File: src/rtl/cpu_io_bridge_if.sv
// VDP-side register request bus of cpu_io_bridge: the bridge is the master,
// the VDP core answers with read data and an acknowledge.
interface cpu_io_bridge_if #(
  parameter int PORT_BITS = 2
);
  logic                 vdp_req;
  logic                 vdp_wrt;
  logic [PORT_BITS-1:0] vdp_adr;
  logic [7:0]           vdp_dbo;
  logic [7:0]           vdp_dbi;
  logic                 vdp_ack;

  modport master (
    output vdp_req, vdp_wrt, vdp_adr, vdp_dbo,
    input  vdp_dbi, vdp_ack
  );

  modport slave (
    input  vdp_req, vdp_wrt, vdp_adr, vdp_dbo,
    output vdp_dbi, vdp_ack
  );
endinterface

File: src/rtl/cpu_io_bridge.sv
// Z80 I/O-port bridge: decodes the port window, filters RD/WR strobes and issues one VDP request per bus cycle.
// Optional CPU wait-state output enabled by defining CPU_IO_BRIDGE_WAIT_EN.
module cpu_io_bridge #(
  parameter logic [7:0] BASE_ADDR    = 8'h98,
  parameter int         PORT_BITS    = 2,
  parameter int         FIFO_DEPTH   = 4,
  parameter int         FILTER_DEPTH = 3
) (
  input  logic                            clk_w,
  input  logic                            reset_n_w,
  input  logic [7:0]                      io_addr,
  input  logic                            iorq_n,
  input  logic                            rd_n,
  input  logic                            wr_n,
  input  logic [7:0]                      cd_in,
  output logic [7:0]                      cd_out,
  output logic                            cd_oe,
  output logic                            cs_n,
  output logic [$clog2(FIFO_DEPTH):0]     fifo_level,
  output logic                            overflow,
`ifdef CPU_IO_BRIDGE_WAIT_EN
  output logic                            wait_n,
`endif
  cpu_io_bridge_if.master                 vdp
);

  localparam int PW = $clog2(FIFO_DEPTH);
  localparam int LW = PW + 1;
  localparam int EW = PORT_BITS + 8;
  localparam int CW = $clog2(FILTER_DEPTH + 1);

  typedef enum logic [1:0] {IDLE, WR, RD} state_t;

  state_t state, next_state;

  logic                 sel, rdr_n, wrr_n;
  logic [1:0]           sync1, sync2, filt, filt_d;
  logic [CW-1:0]        cnt [2];
  logic [PORT_BITS-1:0] adr_s1, adr_s2;
  logic [7:0]           dat_s1, dat_s2;
  logic                 rd_ev, wr_ev;

  logic [EW-1:0]        mem [FIFO_DEPTH];
  logic [PW-1:0]        wr_ptr, rd_ptr;
  logic [LW-1:0]        count;
  logic                 full, push, pop, drop, wr_held;
  logic [EW-1:0]        wr_entry, wr_entry_mux, head;

  logic                 rd_pending, rd_done;
  logic [PORT_BITS-1:0] rd_port;
  logic [7:0]           rd_data;
  logic                 ovf;

  assign sel   = (io_addr[7:PORT_BITS] == BASE_ADDR[7:PORT_BITS]) & ~iorq_n;
  assign cs_n  = ~sel;
  assign rdr_n = ~(sel & ~rd_n);
  assign wrr_n = ~(sel & ~wr_n);
  assign cd_oe = ~rdr_n;

  // Index 0 is the read strobe, index 1 the write strobe; address/data ride
  // alongside the synchroniser so the captured entry lines up with the strobe.
  always_ff @(posedge clk_w or negedge reset_n_w) begin
    if (!reset_n_w) begin
      sync1  <= 2'b11;
      sync2  <= 2'b11;
      filt   <= 2'b11;
      filt_d <= 2'b11;
      cnt[0] <= '0;
      cnt[1] <= '0;
      adr_s1 <= '0;
      adr_s2 <= '0;
      dat_s1 <= '0;
      dat_s2 <= '0;
    end else begin
      sync1  <= {wrr_n, rdr_n};
      sync2  <= sync1;
      filt_d <= filt;
      adr_s1 <= io_addr[PORT_BITS-1:0];
      adr_s2 <= adr_s1;
      dat_s1 <= cd_in;
      dat_s2 <= dat_s1;
      for (int i = 0; i < 2; i++) begin
        if (sync2[i] == filt[i]) begin
          cnt[i] <= '0;
        end else if (cnt[i] == CW'(FILTER_DEPTH - 1)) begin
          filt[i] <= sync2[i];
          cnt[i]  <= '0;
        end else begin
          cnt[i] <= cnt[i] + 1'b1;
        end
      end
    end
  end

  // A falling edge only counts while the other filtered strobe is inactive.
  assign rd_ev = filt_d[0] & ~filt[0] & filt[1];
  assign wr_ev = filt_d[1] & ~filt[1] & filt[0];

  assign full         = (count == LW'(FIFO_DEPTH));
  assign pop          = (state == WR) & vdp.vdp_ack;
  assign rd_done      = (state == RD) & vdp.vdp_ack;
  assign head         = mem[rd_ptr];
  assign wr_entry_mux = wr_ev ? {adr_s2, dat_s2} : wr_entry;
  assign push         = (wr_ev | wr_held) & (~full | pop);

`ifdef CPU_IO_BRIDGE_WAIT_EN
  logic rd_served, wr_served;

  // A write arriving at a full FIFO is parked until a slot frees up.
  always_ff @(posedge clk_w or negedge reset_n_w) begin
    if (!reset_n_w) begin
      wr_held   <= 1'b0;
      rd_served <= 1'b0;
      wr_served <= 1'b0;
    end else begin
      wr_held <= (wr_ev | wr_held) & ~push;
      if (rdr_n)        rd_served <= 1'b0;
      else if (rd_done) rd_served <= 1'b1;
      if (wrr_n)        wr_served <= 1'b0;
      else if (push)    wr_served <= 1'b1;
    end
  end

  assign drop   = 1'b0;
  assign wait_n = ~((sel & ~wr_n & ~wr_served & (full | wr_held)) |
                    (sel & ~rd_n & ~rd_served));
`else
  assign wr_held = 1'b0;
  assign drop    = wr_ev & ~push;
`endif

  always_ff @(posedge clk_w or negedge reset_n_w) begin
    if (!reset_n_w) begin
      wr_ptr   <= '0;
      rd_ptr   <= '0;
      count    <= '0;
      wr_entry <= '0;
      ovf      <= 1'b0;
    end else begin
      if (wr_ev) wr_entry <= {adr_s2, dat_s2};
      if (push) begin
        mem[wr_ptr] <= wr_entry_mux;
        wr_ptr      <= wr_ptr + 1'b1;
      end
      if (pop) rd_ptr <= rd_ptr + 1'b1;
      case ({push, pop})
        2'b10:   count <= count + 1'b1;
        2'b01:   count <= count - 1'b1;
        default: count <= count;
      endcase
      if (drop) ovf <= 1'b1;
    end
  end

  assign fifo_level = count;
  assign overflow   = ovf;

  always_ff @(posedge clk_w or negedge reset_n_w) begin
    if (!reset_n_w) begin
      rd_pending <= 1'b0;
      rd_port    <= '0;
      rd_data    <= '0;
    end else begin
      if (rd_ev && !rd_pending) begin
        rd_pending <= 1'b1;
        rd_port    <= adr_s2;
      end else if (rd_done) begin
        rd_pending <= 1'b0;
      end
      if (rd_done) rd_data <= vdp.vdp_dbi;
    end
  end

  assign cd_out = rd_data;

  always_ff @(posedge clk_w or negedge reset_n_w) begin
    if (!reset_n_w) state <= IDLE;
    else            state <= next_state;
  end

  // Queued writes go first so the VDP sees accesses in CPU order; a same-cycle
  // push or read event is looked at directly to save a cycle of latency.
  always_comb begin
    next_state = state;
    case (state)
      IDLE: begin
        if (count != '0 || push)      next_state = WR;
        else if (rd_pending || rd_ev) next_state = RD;
      end
      WR:      if (vdp.vdp_ack) next_state = IDLE;
      RD:      if (vdp.vdp_ack) next_state = IDLE;
      default: next_state = IDLE;
    endcase
  end

  always_comb begin
    vdp.vdp_req = 1'b0;
    vdp.vdp_wrt = 1'b0;
    vdp.vdp_adr = '0;
    vdp.vdp_dbo = '0;
    case (state)
      WR: begin
        vdp.vdp_req = 1'b1;
        vdp.vdp_wrt = 1'b1;
        vdp.vdp_adr = head[EW-1:8];
        vdp.vdp_dbo = head[7:0];
      end
      RD: begin
        vdp.vdp_req = 1'b1;
        vdp.vdp_adr = rd_port;
      end
      default: ;
    endcase
  end

endmodule

File: src/flat_wrapper.sv
// flat-port wrapper written by rule: the top's interface ports become plain ports
module cpu_io_bridge_flat 
#(
  parameter logic [7:0] BASE_ADDR    = 8'h98,
  parameter int         PORT_BITS    = 2,
  parameter int         FIFO_DEPTH   = 4,
  parameter int         FILTER_DEPTH = 3
)
  (clk_w, reset_n_w, io_addr, iorq_n, rd_n, wr_n, cd_in, cd_out, cd_oe, cs_n, fifo_level, overflow, vdp_vdp_req, vdp_vdp_wrt, vdp_vdp_adr, vdp_vdp_dbo, vdp_vdp_dbi, vdp_vdp_ack);
  cpu_io_bridge_if #(.PORT_BITS(PORT_BITS)) vdp_i ();
  input  logic clk_w;
  input  logic reset_n_w;
  input  logic [7:0] io_addr;
  input  logic iorq_n;
  input  logic rd_n;
  input  logic wr_n;
  input  logic [7:0] cd_in;
  output logic [7:0] cd_out;
  output logic cd_oe;
  output logic cs_n;
  output logic [$clog2(FIFO_DEPTH):0] fifo_level;
  output logic overflow;
  output wire logic [$bits(vdp_i.vdp_req)-1:0] vdp_vdp_req;
  output wire logic [$bits(vdp_i.vdp_wrt)-1:0] vdp_vdp_wrt;
  output wire logic [$bits(vdp_i.vdp_adr)-1:0] vdp_vdp_adr;
  output wire logic [$bits(vdp_i.vdp_dbo)-1:0] vdp_vdp_dbo;
  input wire logic [$bits(vdp_i.vdp_dbi)-1:0] vdp_vdp_dbi;
  input wire logic [$bits(vdp_i.vdp_ack)-1:0] vdp_vdp_ack;
  assign vdp_vdp_req = vdp_i.vdp_req;
  assign vdp_vdp_wrt = vdp_i.vdp_wrt;
  assign vdp_vdp_adr = vdp_i.vdp_adr;
  assign vdp_vdp_dbo = vdp_i.vdp_dbo;
  assign vdp_i.vdp_dbi = vdp_vdp_dbi;
  assign vdp_i.vdp_ack = vdp_vdp_ack;
  cpu_io_bridge #(.BASE_ADDR(BASE_ADDR), .PORT_BITS(PORT_BITS), .FIFO_DEPTH(FIFO_DEPTH), .FILTER_DEPTH(FILTER_DEPTH)) u_core (.clk_w(clk_w), .reset_n_w(reset_n_w), .io_addr(io_addr), .iorq_n(iorq_n), .rd_n(rd_n), .wr_n(wr_n), .cd_in(cd_in), .cd_out(cd_out), .cd_oe(cd_oe), .cs_n(cs_n), .fifo_level(fifo_level), .overflow(overflow), .vdp(vdp_i));
endmodule
File: config.mk
export PLATFORM = sky130hd
export DESIGN_NAME = cpu_io_bridge_flat
export DESIGN_NICKNAME = d
export VERILOG_FILES = /design/src/rtl/cpu_io_bridge_if.sv /design/src/rtl/cpu_io_bridge.sv /design/src/flat_wrapper.sv
export SDC_FILE = /design/constraint.sdc
export NUM_CORES = 1
export LEC_CHECK = 0
export CAP_MARGIN = 0
export CELL_PAD_IN_SITES_DETAIL_PLACEMENT = 0
export CELL_PAD_IN_SITES_GLOBAL_PLACEMENT = 2
export CORE_ASPECT_RATIO = 0.5
export CORE_MARGIN = 2
export CORE_UTILIZATION = 35
export DETAILED_ROUTE_END_ITERATION = 10
export MAX_ROUTING_LAYER = met4
export PLACE_DENSITY_LB_ADDON = 0.1
export SLEW_MARGIN = 20
export SYNTH_ARGS = -nofsm -noshare
export SYNTH_HDL_FRONTEND = slang
export SYNTH_SLANG_ARGS = --single-unit
File: constraint.sdc
create_clock -name clk_w -period 2 [get_ports clk_w]
set_input_delay 0.3 -clock clk_w [delete_from_list [all_inputs] [get_ports clk_w]]
set_output_delay 0.3 -clock clk_w [all_outputs]
set_load 0.005 [all_outputs]
==> reports/metrics.yaml, run 1 <==
status: "complete, but fails checks"
failed_checks: "setup timing"
synth-seq-cells: 103
final_cells: 471
rsz0062_at_grt: "true"
hold_ws_ns: 0.350
drtIter0Drc: 69
start_util_pct: 35.6
die_w_um: 153
fillCellCount: 980
diodes: 0
cts_max_path_buffers: 2
slew_violations: 0
vdd_ir_drop_max_mv: 0.458
clk_pin_slew_worst_paths_ns: 0.07
r2r_start: "u_core.state[0]"
regArea_um2: 2790
fmax_ghz: 0.490
clock_latency_ns: 0.34
cp-start-kind: "register"
p_leak_nw: 2.19
antenna_found_initial: 0
end_kind: "output port"
drcViolationCount: 0
cts_max_level: 3
die_area_um2: 12000
hold_path_depth: 0
numPortBuffers: 55
tns_ns: -0.157
min_from: "u_core.dat_s1[2]"
fp.dieH_um: 78.5
wl_per_cell_um: 14.1
gr-total-overflow: 0
worstPathRequired_ns: 1.70
worst_slew_margin_rel_pct: 54.6
hp-class: "reg2reg"
synth_cells: 224
min_period_ns: 2.04
final_nets: 360
synthDistinctLibCells: 36
yosys.area_share.adder_pct: 3.09
post_dp_cell_area_um2: 4840
synth_compound_area_share_pct: 2.48
num_io_pins: 56
final.period_utilization_pct: 102
utilization_pct: 48.3
synthesis.area_um2: 3880
timing.final.ws_setup_ns: -0.0415
numCtsBuffers: 9
critPathKind: "reg2out"
finClkSkew_ns: 0.00504
syn-num-nets: 263
core_um2: 10900
maxCapViolCount: 0
reg2reg_to: "u_core.fifo_level[2]"
synthSimpleGateAreaFrac_pct: 6.54
dp_cells: 445
stdcell_area_um2: 5270
min_to: "u_core.dat_s2[2]"
seq_area_frac_synth_pct: 71.8
powerDensity_nw_per_um2: 1260
async_reset_ff_share_pct: 61.2
final_antenna_net_count: 0
cts_sinks: 103
yosysWarnings: 0
cp_max_fo: 5
synth_ff_type: "dfrtp_1"
avgSynthCellArea_um2: 17.3
grt_max_degree: 56
routed_wl_um: 6630
hold_viol: 0
worstMarginPinSlew_ns: 0.681
cts_tree: "yes"
place_congestion: 0.705
setup_viol: 6
grt_usage_pct: 12.4
grt_pass1_vias: 2178
syn_to_final_growth_pct: 35.5
dr.pass1.iters: 6
r2r_slack_ns: 0.10
dr_total_vias: 2114
synth_edf_count: 40
synth-xor-area-share_pct: 1.80
synth_top_family_by_area: "multiplexers"
worst_r2r_path_depth: 11
grt_pass1_wl_um: 11000
hpwlAfterDp_um: 4490
synthMuxAreaShare_pct: 12.6
drive_gt1_share_pct: 37.4
arrival_ns: 1.74
rows: 27
root_buffer: "clkbuf_16"
vias_per_cell: 4.49
multi_input_area_um2: 1090
stage by stage:
step	setup slack [ns]	power (W)
CTS	-0.0549	0.00664
global route	-0.108	0.00705
finish	-0.0415	0.00665
global placement	-0.114	0.00473
detailed placement	-0.133	0.00476
floorplan	0.0243	0.00369
how the worst max path moves through the flow:
stage	cells past startpoint	from	slack (ns)	to
floorplan	11	u_core.state[1]	0.02	u_core.fifo_level[2]
global placement	10	vdp_vdp_ack	-0.11	u_core.fifo_level[2]
detailed placement	10	vdp_vdp_ack	-0.13	u_core.fifo_level[2]
CTS	5	u_core.rd_ptr[0]	-0.05	vdp_vdp_dbo[6]
global route	5	u_core.rd_ptr[0]	-0.11	vdp_vdp_dbo[7]
finish	5	u_core.rd_ptr[0]	-0.04	vdp_vdp_dbo[6]
what timing repair did:
item                                    4_1_cts  5_1_grt
buffers inserted                              7        2
endpoints found under the setup margin       16       13
hold buffers                                  1        0
hold endpoints to repair                      8        0
gates cloned                                  0        0
pin swaps                                    10        5
gates resized for setup                      56       17
registers in the layout, indices dropped and copies added (netlist names):
name / cells
u_core.mem: 40
u_core.wr_entry: 10
u_core.cd_out: 8
u_core.dat_s1: 8
u_core.dat_s2: 8
u_core.cnt: 4
u_core.fifo_level: 3
u_core.adr_s1: 2
u_core.adr_s2: 2
u_core.filt: 2
u_core.filt_d: 2
u_core.rd_port: 2
u_core.rd_ptr: 2
u_core.state: 2
u_core.sync1: 2
u_core.sync2: 2
u_core.wr_ptr: 2
u_core.overflow: 1
u_core.rd_pending: 1
cell families after synthesis:
| kind of cell | after synthesis |
|---|---|
| simple gates | 43 |
| flops | 103 |
| xor+xnor | 8 |
| compound gates | 11 |
| fa+ha+maj | 9 |
| buf+inv | 15 |
| mux | 35 |
where the power goes:
part           leakage [nW]  switching [W]  total (W)  internal [W]
clock network         0.147       0.000781    0.00169      0.000909
logic                 0.913       0.000898    0.00230       0.00140
registers              1.13       0.000142    0.00266       0.00251
total                  2.19        0.00182    0.00665       0.00482
per-layer routing:
layer	global-route usage, %	routed length, µm	up-vias
met5	-	0	-
met4	3.61	57	0
met3	3.92	261	5
met2	20.1	3150	40
li1	-	-	1001
met1	15.2	3160	1068
cell usage in the layout (no fill, tap or decap), types with 5 or more instances in the layout:
cell type / netlist / routed
and2_4: 0 / 5
and3_1: 5 / 5
buf_12: 0 / 5
buf_2: 2 / 8
buf_4: 0 / 23
buf_6: 1 / 8
clkbuf_16: 0 / 9
clkdlybuf4s50_1: 0 / 40
dfrtp_1: 55 / 55
dfstp_2: 8 / 8
edfxtp_1: 40 / 40
inv_1: 11 / 7
mux2_2: 23 / 23
mux4_2: 5 / 8
nor2_1: 6 / 6
nor3_1: 5 / 5
xnor2_1: 6 / 6
worst max-delay path, stage by stage (launching register included):
cell and delay, ns:
dfrtp_1 0.41, buf_12 0.14, buf_6 0.10, mux4_2 0.49, and2_4 0.15, buf_2 0.11
cells in the mapped netlist, types with 3 or more instances:
library cell	instances	share of area (%)
and2_1	8	1.3
inv_1	11	1.1
ha_1	8	2.6
xnor2_1	6	1.4
mux2_2	23	6.7
nor2b_1	3	0.48
dfrtp_1	55	35
mux4_1	3	2.0
dfstp_2	8	5.4
and3_1	5	0.81
nand3_1	3	0.39
nor3b_1	3	0.58
nand2_1	5	0.48
mux4_2	5	2.9
edfxtp_1	40	31
nor3_1	5	0.64
nor2_1	6	0.58
mux2i_1	4	1.0
layout make-up:
cell class | instances | share of cell area [%]
clock buffers | 10 | 4.54
clock inverters | 6 | 1.14
inverters | 11 | 0.784
multi-input cells | 106 | 20.8
flip-flops and latches | 103 | 52.9
well taps | 145 | 3.45
repair buffers | 90 | 16.3
Power figures use the tool's default switching activity.
==> inputs of run 2 (changes only) <==
CAP_MARGIN = 20   (was 0)
GPL_TIMING_DRIVEN = 0   (was unset)
==> run 2 against run 1 <==
Against the previous run: the run still ends with setup timing left; sequential power grew 2%; register-to-register slack lost 0.09 ns; routed wire length grew 6.5%; sequential share of layout area grew 0.34 points; maximum frequency grew 0.85%; flip-flop and latch count is the same; clock power is essentially flat; largest power group unchanged; highest routed layer unchanged.
==> reports/metrics.yaml, run 2 (same netlist as run 1, synthesis figures left out) <==
maxCapViolCount: 0  # unchanged
cp_max_fo: 5  # unchanged
wl_per_cell_um: 15.2  # +7.9%
drtIter0Drc: 77  # +12%
final_common_cell: "dfrtp_1"
root_buffer: "clkbuf_16"
vias_per_cell: 4.50  # +0.28%
cts_sinks: 103  # unchanged
hold_viol: 0  # unchanged
drive_gt1_share_pct: 38.8  # +1.3 points
worst_r2r_path_depth: 11  # unchanged
critPathKind: "reg2out"
top_register: "u_core.mem"
grt_pass1_vias: 2290  # +5.1%
cts_max_level: 3  # unchanged
arrival_ns: 1.72  # -0.02 ns
finClkSkew_ns: 0.0108  # +0.00572 ns
rsz0062_at_grt: "true"
worstPathRequired_ns: 1.70  # about the same
status: "complete, but fails checks"
fp.dieH_um: 78.5  # unchanged
cp-start-kind: "register"
syn_to_final_growth_pct: 34.8
layout_common_cells: "53 x dfrtp_1, 41 x clkdlybuf4s50_1, 40 x edfxtp_1"
dr_total_vias: 2093  # -0.99%
reg_top3: "u_core.mem x40, u_core.wr_entry x10"
clock_latency_ns: 0.34  # about the same
core_um2: 10900  # unchanged
fmax_ghz: 0.494  # +0.85%
cts_max_path_buffers: 2  # unchanged
r2r_start: "u_core.state[0]"
numCtsBuffers: 9  # unchanged
min_from: "u_core.dat_s1[0]"
failed_checks: "setup timing"
start_util_pct: 35.6  # unchanged
worstMarginPinSlew_ns: 0.402  # -0.280 ns
min_period_ns: 2.02  # -0.0173 ns
p_leak_nw: 2.15  # -2.0%
hp-class: "reg2reg"
place_congestion: 0.712  # +1.0%
final_nets: 354  # -1.7%
largest_register_ffs: 40  # unchanged
final_antenna_net_count: 0  # unchanged
die_w_um: 153  # unchanged
rows: 27  # unchanged
utilization_pct: 48.0  # -0.26 points
grt_usage_pct: 13.1  # +0.71 points
worst_slew_margin_rel_pct: 73.2  # +19 points
grt_pass1_wl_um: 11600  # +5.1%
grt_max_degree: 38  # -32%
routed_wl_um: 7060  # +6.5%
min_to: "u_core.dat_s2[0]"
cts_tree: "yes"
slew_violations: 0  # unchanged
antenna_found_initial: 0  # unchanged
hold_path_depth: 0  # unchanged
reg2reg_to: "u_core.fifo_level[2]"
hpwlAfterDp_um: 4510  # +0.47%
dr.pass1.iters: 4  # -2
vdd_ir_drop_max_mv: 0.655  # +43%
hold_ws_ns: 0.350  # +0.000403 ns
final.period_utilization_pct: 101  # -0.86 points
die_area_um2: 12000  # unchanged
powerDensity_nw_per_um2: 1300  # +2.8%
diodes: 0  # unchanged
end_kind: "output port"
clk_pin_slew_worst_paths_ns: 0.07  # about the same
r2r_slack_ns: 0.01  # -0.09 ns
numPortBuffers: 55  # unchanged
num_io_pins: 56  # unchanged
timing.final.ws_setup_ns: -0.0243  # +0.0173 ns
setup_viol: 4  # -2
drcViolationCount: 0  # unchanged
fillCellCount: 944  # -3.7%
gr-total-overflow: 0  # unchanged
[run 2: cell count changes in the layout (fill, tap and decap cells not counted), moves of 3 or more]
cell,change
buf_4,-6
buf_6,+6
and3_1,-4
buf_2,-4
buf_12,-3
[run 2: routing by layer]
layer	wire (µm)	share of wire (%)	vias up	global-route usage (%)
li1	-	-	991	-
met1	3370	48	1055	16.3
met2	3370	48	42	21.0
met3	284	4.0	5	4.31
met4	36	0.51	0	3.33
met5	0	0	-	-
[run 2: area by class of cell]
cell class / instances / area [µm²] / share of cell area, %
sequential: 103 / 2790 / 53.3
multi-input combinational: 106 / 1120 / 21.5
timing repair buffer: 80 / 757 / 14.5
clock buffer: 10 / 229 / 4.37
tap: 145 / 181 / 3.46
buffer: 4 / 61.3 / 1.17
clock inverter: 6 / 52.6 / 1.00
inverter: 11 / 41.3 / 0.789
[run 2: power breakdown]
| group | total (W) | internal [W] | switching, W |
|---|---|---|---|
| registers | 0.00270 | 0.00252 | 0.000181 |
| logic | 0.00244 | 0.00150 | 0.000933 |
| clock network | 0.00166 | 0.000865 | 0.000795 |
[run 2: worst max-delay path: stages (launching register included)]
cell and delay (ns):
dfrtp_2 0.41, buf_12 0.12, buf_6 0.09, mux4_2 0.50
and2_4 0.16, buf_6 0.10
[run 2: worst max-delay path by stage]
| stage | startpoint | end | slack, ns | cells past startpoint |
|---|---|---|---|---|
| floorplan | u_core.state[1] | u_core.fifo_level[2] | 0.02 | 11 |
| global placement | reset_n_w | u_core.mem[2][1] | -2.12 | 2 |
| detailed placement | u_core.state[1] | vdp_vdp_adr[1] | -0.40 | 7 |
| CTS | u_core.state[1] | vdp_vdp_adr[1] | -0.09 | 7 |
| global route | u_core.state[1] | u_core.fifo_level[2] | -0.08 | 12 |
| finish | u_core.rd_ptr[0] | vdp_vdp_dbo[3] | -0.02 | 5 |
[run 2: what timing repair did]
item	CTS	global route
hold endpoints to repair	24	0
hold buffers	1	0
buffers inserted	20	4
resized for setup	88	11
pin swaps	16	5
endpoints found under the setup margin	54	52
[run 2: through the flow]
| stage | instances | setup TNS (ns) | cell area [µm²] | worst slack (ns) | total power, W |
|---|---|---|---|---|---|
| 2_1_floorplan | 224 | 0 | 3890 | 0.0243 | 0.00369 |
| 3_3_place_gp | 424 | -174.88 | 4620 | -2.12 | 0.00451 |
| 3_5_place_dp | 425 | -15.36 | 4640 | -0.404 | 0.00456 |
| 4_1_cts | 462 | -0.449 | 5190 | -0.0947 | 0.00680 |
| 5_1_grt | 465 | -0.472 | 5240 | -0.0827 | 0.00718 |
| 6_report | 465 | -0.0683 | 5240 | -0.0243 | 0.00679 |
==> inputs of run 3 (changes only) <==
CORE_UTILIZATION = 42   (was 35)
clock period = 2.43 ns   (was 2 ns; I/O delays follow)
==> run 3 against run 2 <==
Against the previous run: the flow now finishes without violations; core utilization up 8.7 points; power down 22%; global-route usage up 2.1 points; flip-flop and latch count unchanged; clock power down 17%; via count down 3.4%; first-iteration DRC count up 110%; register-to-register slack better by 0.22 ns; combinational power down 32%; sequential power down 17%; highest routed layer unchanged.
==> reports/metrics.yaml, run 3 (same netlist as run 1, synthesis figures left out) <==
min_from: "u_core.adr_s1[1]"
critPathKind: "reg2out"
setup_viol: 0  # -4
die_area_um2: 10100  # -16%
path_cells: "buf_6, mux4_1, and2_1, clkdlybuf4s50_1"
dr.pass1.iters: 6  # +2
gr-total-overflow: 0  # unchanged
cp_max_fo: 3  # -2
grt_max_degree: 36  # -5.3%
hpwlAfterDp_um: 4400  # -2.4%
r2r_start: "u_core.state[1]"
p_leak_nw: 2.08  # -3.2%
utilization_pct: 56.7  # +8.7 points
num_io_pins: 56  # unchanged
layout_common_cells: "53 x dfrtp_1, 51 x clkdlybuf4s50_1, 40 x edfxtp_1"
syn_to_final_growth_pct: 29.2
arrival_ns: 1.98  # +0.26 ns
cp-start-kind: "register"
top_register: "u_core.mem"
hold_viol: 0  # unchanged
cpPeakStageDelay_ns: 0.52  # +0.02 ns
cts_max_level: 3  # unchanged
worstMarginPinSlew_ns: 0.584  # +0.182 ns
vdd_ir_drop_max_mv: 0.480  # -27%
reg_top3: "u_core.mem x40, u_core.wr_entry x10"
reg2reg_to: "u_core.fifo_level[2]"
r2r_slack_ns: 0.23  # +0.22 ns
maxCapViolCount: 0  # unchanged
die_w_um: 140  # -8.5%
worst-path-buf-inv: 2  # -1
largest_register_ffs: 40  # unchanged
hp-class: "reg2reg"
end_kind: "output port"
grt_pass1_wl_um: 11100  # -4.0%
status: "completed"
worstPathRequired_ns: 2.07  # +0.37 ns
root_buffer: "clkbuf_16"
cpMaxStageDelayCell: "mux4_1"
min_to: "u_core.adr_s2[1]"
final_nets: 337  # -4.8%
hold_path_depth: 0  # unchanged
cp.depth: 4  # -1
vias_per_cell: 4.81  # +6.9%
clk_pin_slew_worst_paths_ns: 0.07  # about the same
cts_sinks: 103  # unchanged
cts_tree: "yes"
worst_r2r_path_depth: 11  # unchanged
drtIter0Drc: 164  # +110%
final.period_utilization_pct: 96.6
grt_pass1_vias: 2192  # -4.3%
final_antenna_net_count: 0  # unchanged
drcViolationCount: 0  # unchanged
numCtsBuffers: 9  # unchanged
wl_per_cell_um: 15.6  # +2.6%
slew_violations: 0  # unchanged
drive_gt1_share_pct: 25.7  # -13 points
antenna_found_initial: 0  # unchanged
final_common_cell: "dfrtp_1"
finClkSkew_ns: 0.00834  # -0.00241 ns
rows: 24  # -11%
routed_wl_um: 6540  # -7.3%
cts_max_path_buffers: 2  # unchanged
dr_total_vias: 2021  # -3.4%
place_congestion: 0.744  # +4.5%
dp_cells: 397  # -6.6%
fp.dieH_um: 72.0  # -8.3%
powerDensity_nw_per_um2: 1050  # -19%
grt_usage_pct: 15.2  # +2.1 points
final_cells: 420  # -9.7%
worst_slew_margin_rel_pct: 61.1  # -12 points
cp_top_family: "buffers and inverters"
clock_latency_ns: 0.34  # about the same
start_util_pct: 43.9  # +8.3 points
fmax_ghz: 0.426
numPortBuffers: 55  # unchanged
min_period_ns: 2.35
core_um2: 8860  # -19%
diodes: 0  # unchanged
## run 3: changes by cell type in the layout (fill, tap and decap cells not counted), moves of 3 or more
cell	before	now
buf_4	17	6
clkdlybuf4s50_1	41	51
buf_2	4	1
and2_1	2	8
and2_4	6	0
buf_6	14	2
dlymetal6s2s_1	0	3
and3_1	1	5
## run 3: layout make-up
type | count | area (µm²)
Sequential cell | 103 | 2790
Timing Repair Buffer | 63 | 634
Multi-Input combinational cell | 106 | 1060
Tap cell | 117 | 146
Inverter | 11 | 41.3
Clock buffer | 9 | 225
Fill cell | 684 | 3840
Buffer | 4 | 51.3
Clock inverter | 7 | 65.1
## run 3: routing by layer
metal,vias up,track usage [%],routed length (µm)
li1,962,-,-
met1,1006,19.0,3000
met2,44,23.9,3170
met3,9,5.21,292
met4,0,4.71,80
met5,-,-,0
## run 3: through the flow
| stage | worst slack, ns | hold slack [ns] | power (W) | cell area (µm²) | setup TNS, ns |
|---|---|---|---|---|---|
| 6_report | 0.0826 | 0.350 | 0.00528 | 5020 | 0 |
| 5_1_grt | -0.000234 | 0.357 | 0.00561 | 5020 | -0.000234 |
| 4_1_cts | 0.000947 | 0.351 | 0.00525 | 4960 | 0 |
| 3_5_place_dp | -0.0392 | 0.335 | 0.00374 | 4600 | -0.0434 |
| 3_3_place_gp | -1.68 | 0.332 | 0.00370 | 4580 | -127.12 |
| 2_1_floorplan | 0.406 | 0.0689 | 0.00303 | 3880 | 0 |
## run 3: how the worst max path moves through the flow
stage,startpoint,to
final,u_core.rd_ptr[0],vdp_vdp_dbo[7]
after detailed placement,vdp_vdp_ack,u_core.fifo_level[2]
after floorplan,u_core.state[1],u_core.fifo_level[2]
after global placement,reset_n_w,u_core.mem[2][7]
after CTS,u_core.state[0],vdp_vdp_adr[1]
after global routing,u_core.rd_ptr[0],vdp_vdp_dbo[7]
## run 3: timing repair
action / in CTS / in global routing
setup endpoints to repair: 10 / 7
hold endpoints to repair: 24 / 0
pin swaps: 0 / 3
resized for setup: 11 / 12
setup buffers: 2 / 4
hold buffers: 1 / 0
## run 3: report_power, final
| part | switching, W | internal, W | leakage [nW] |
|---|---|---|---|
| Clock | 0.000663 | 0.000716 | 0.144 |
| Combinational | 0.000645 | 0.00102 | 0.805 |
| Sequential | 0.000163 | 0.00207 | 1.13 |
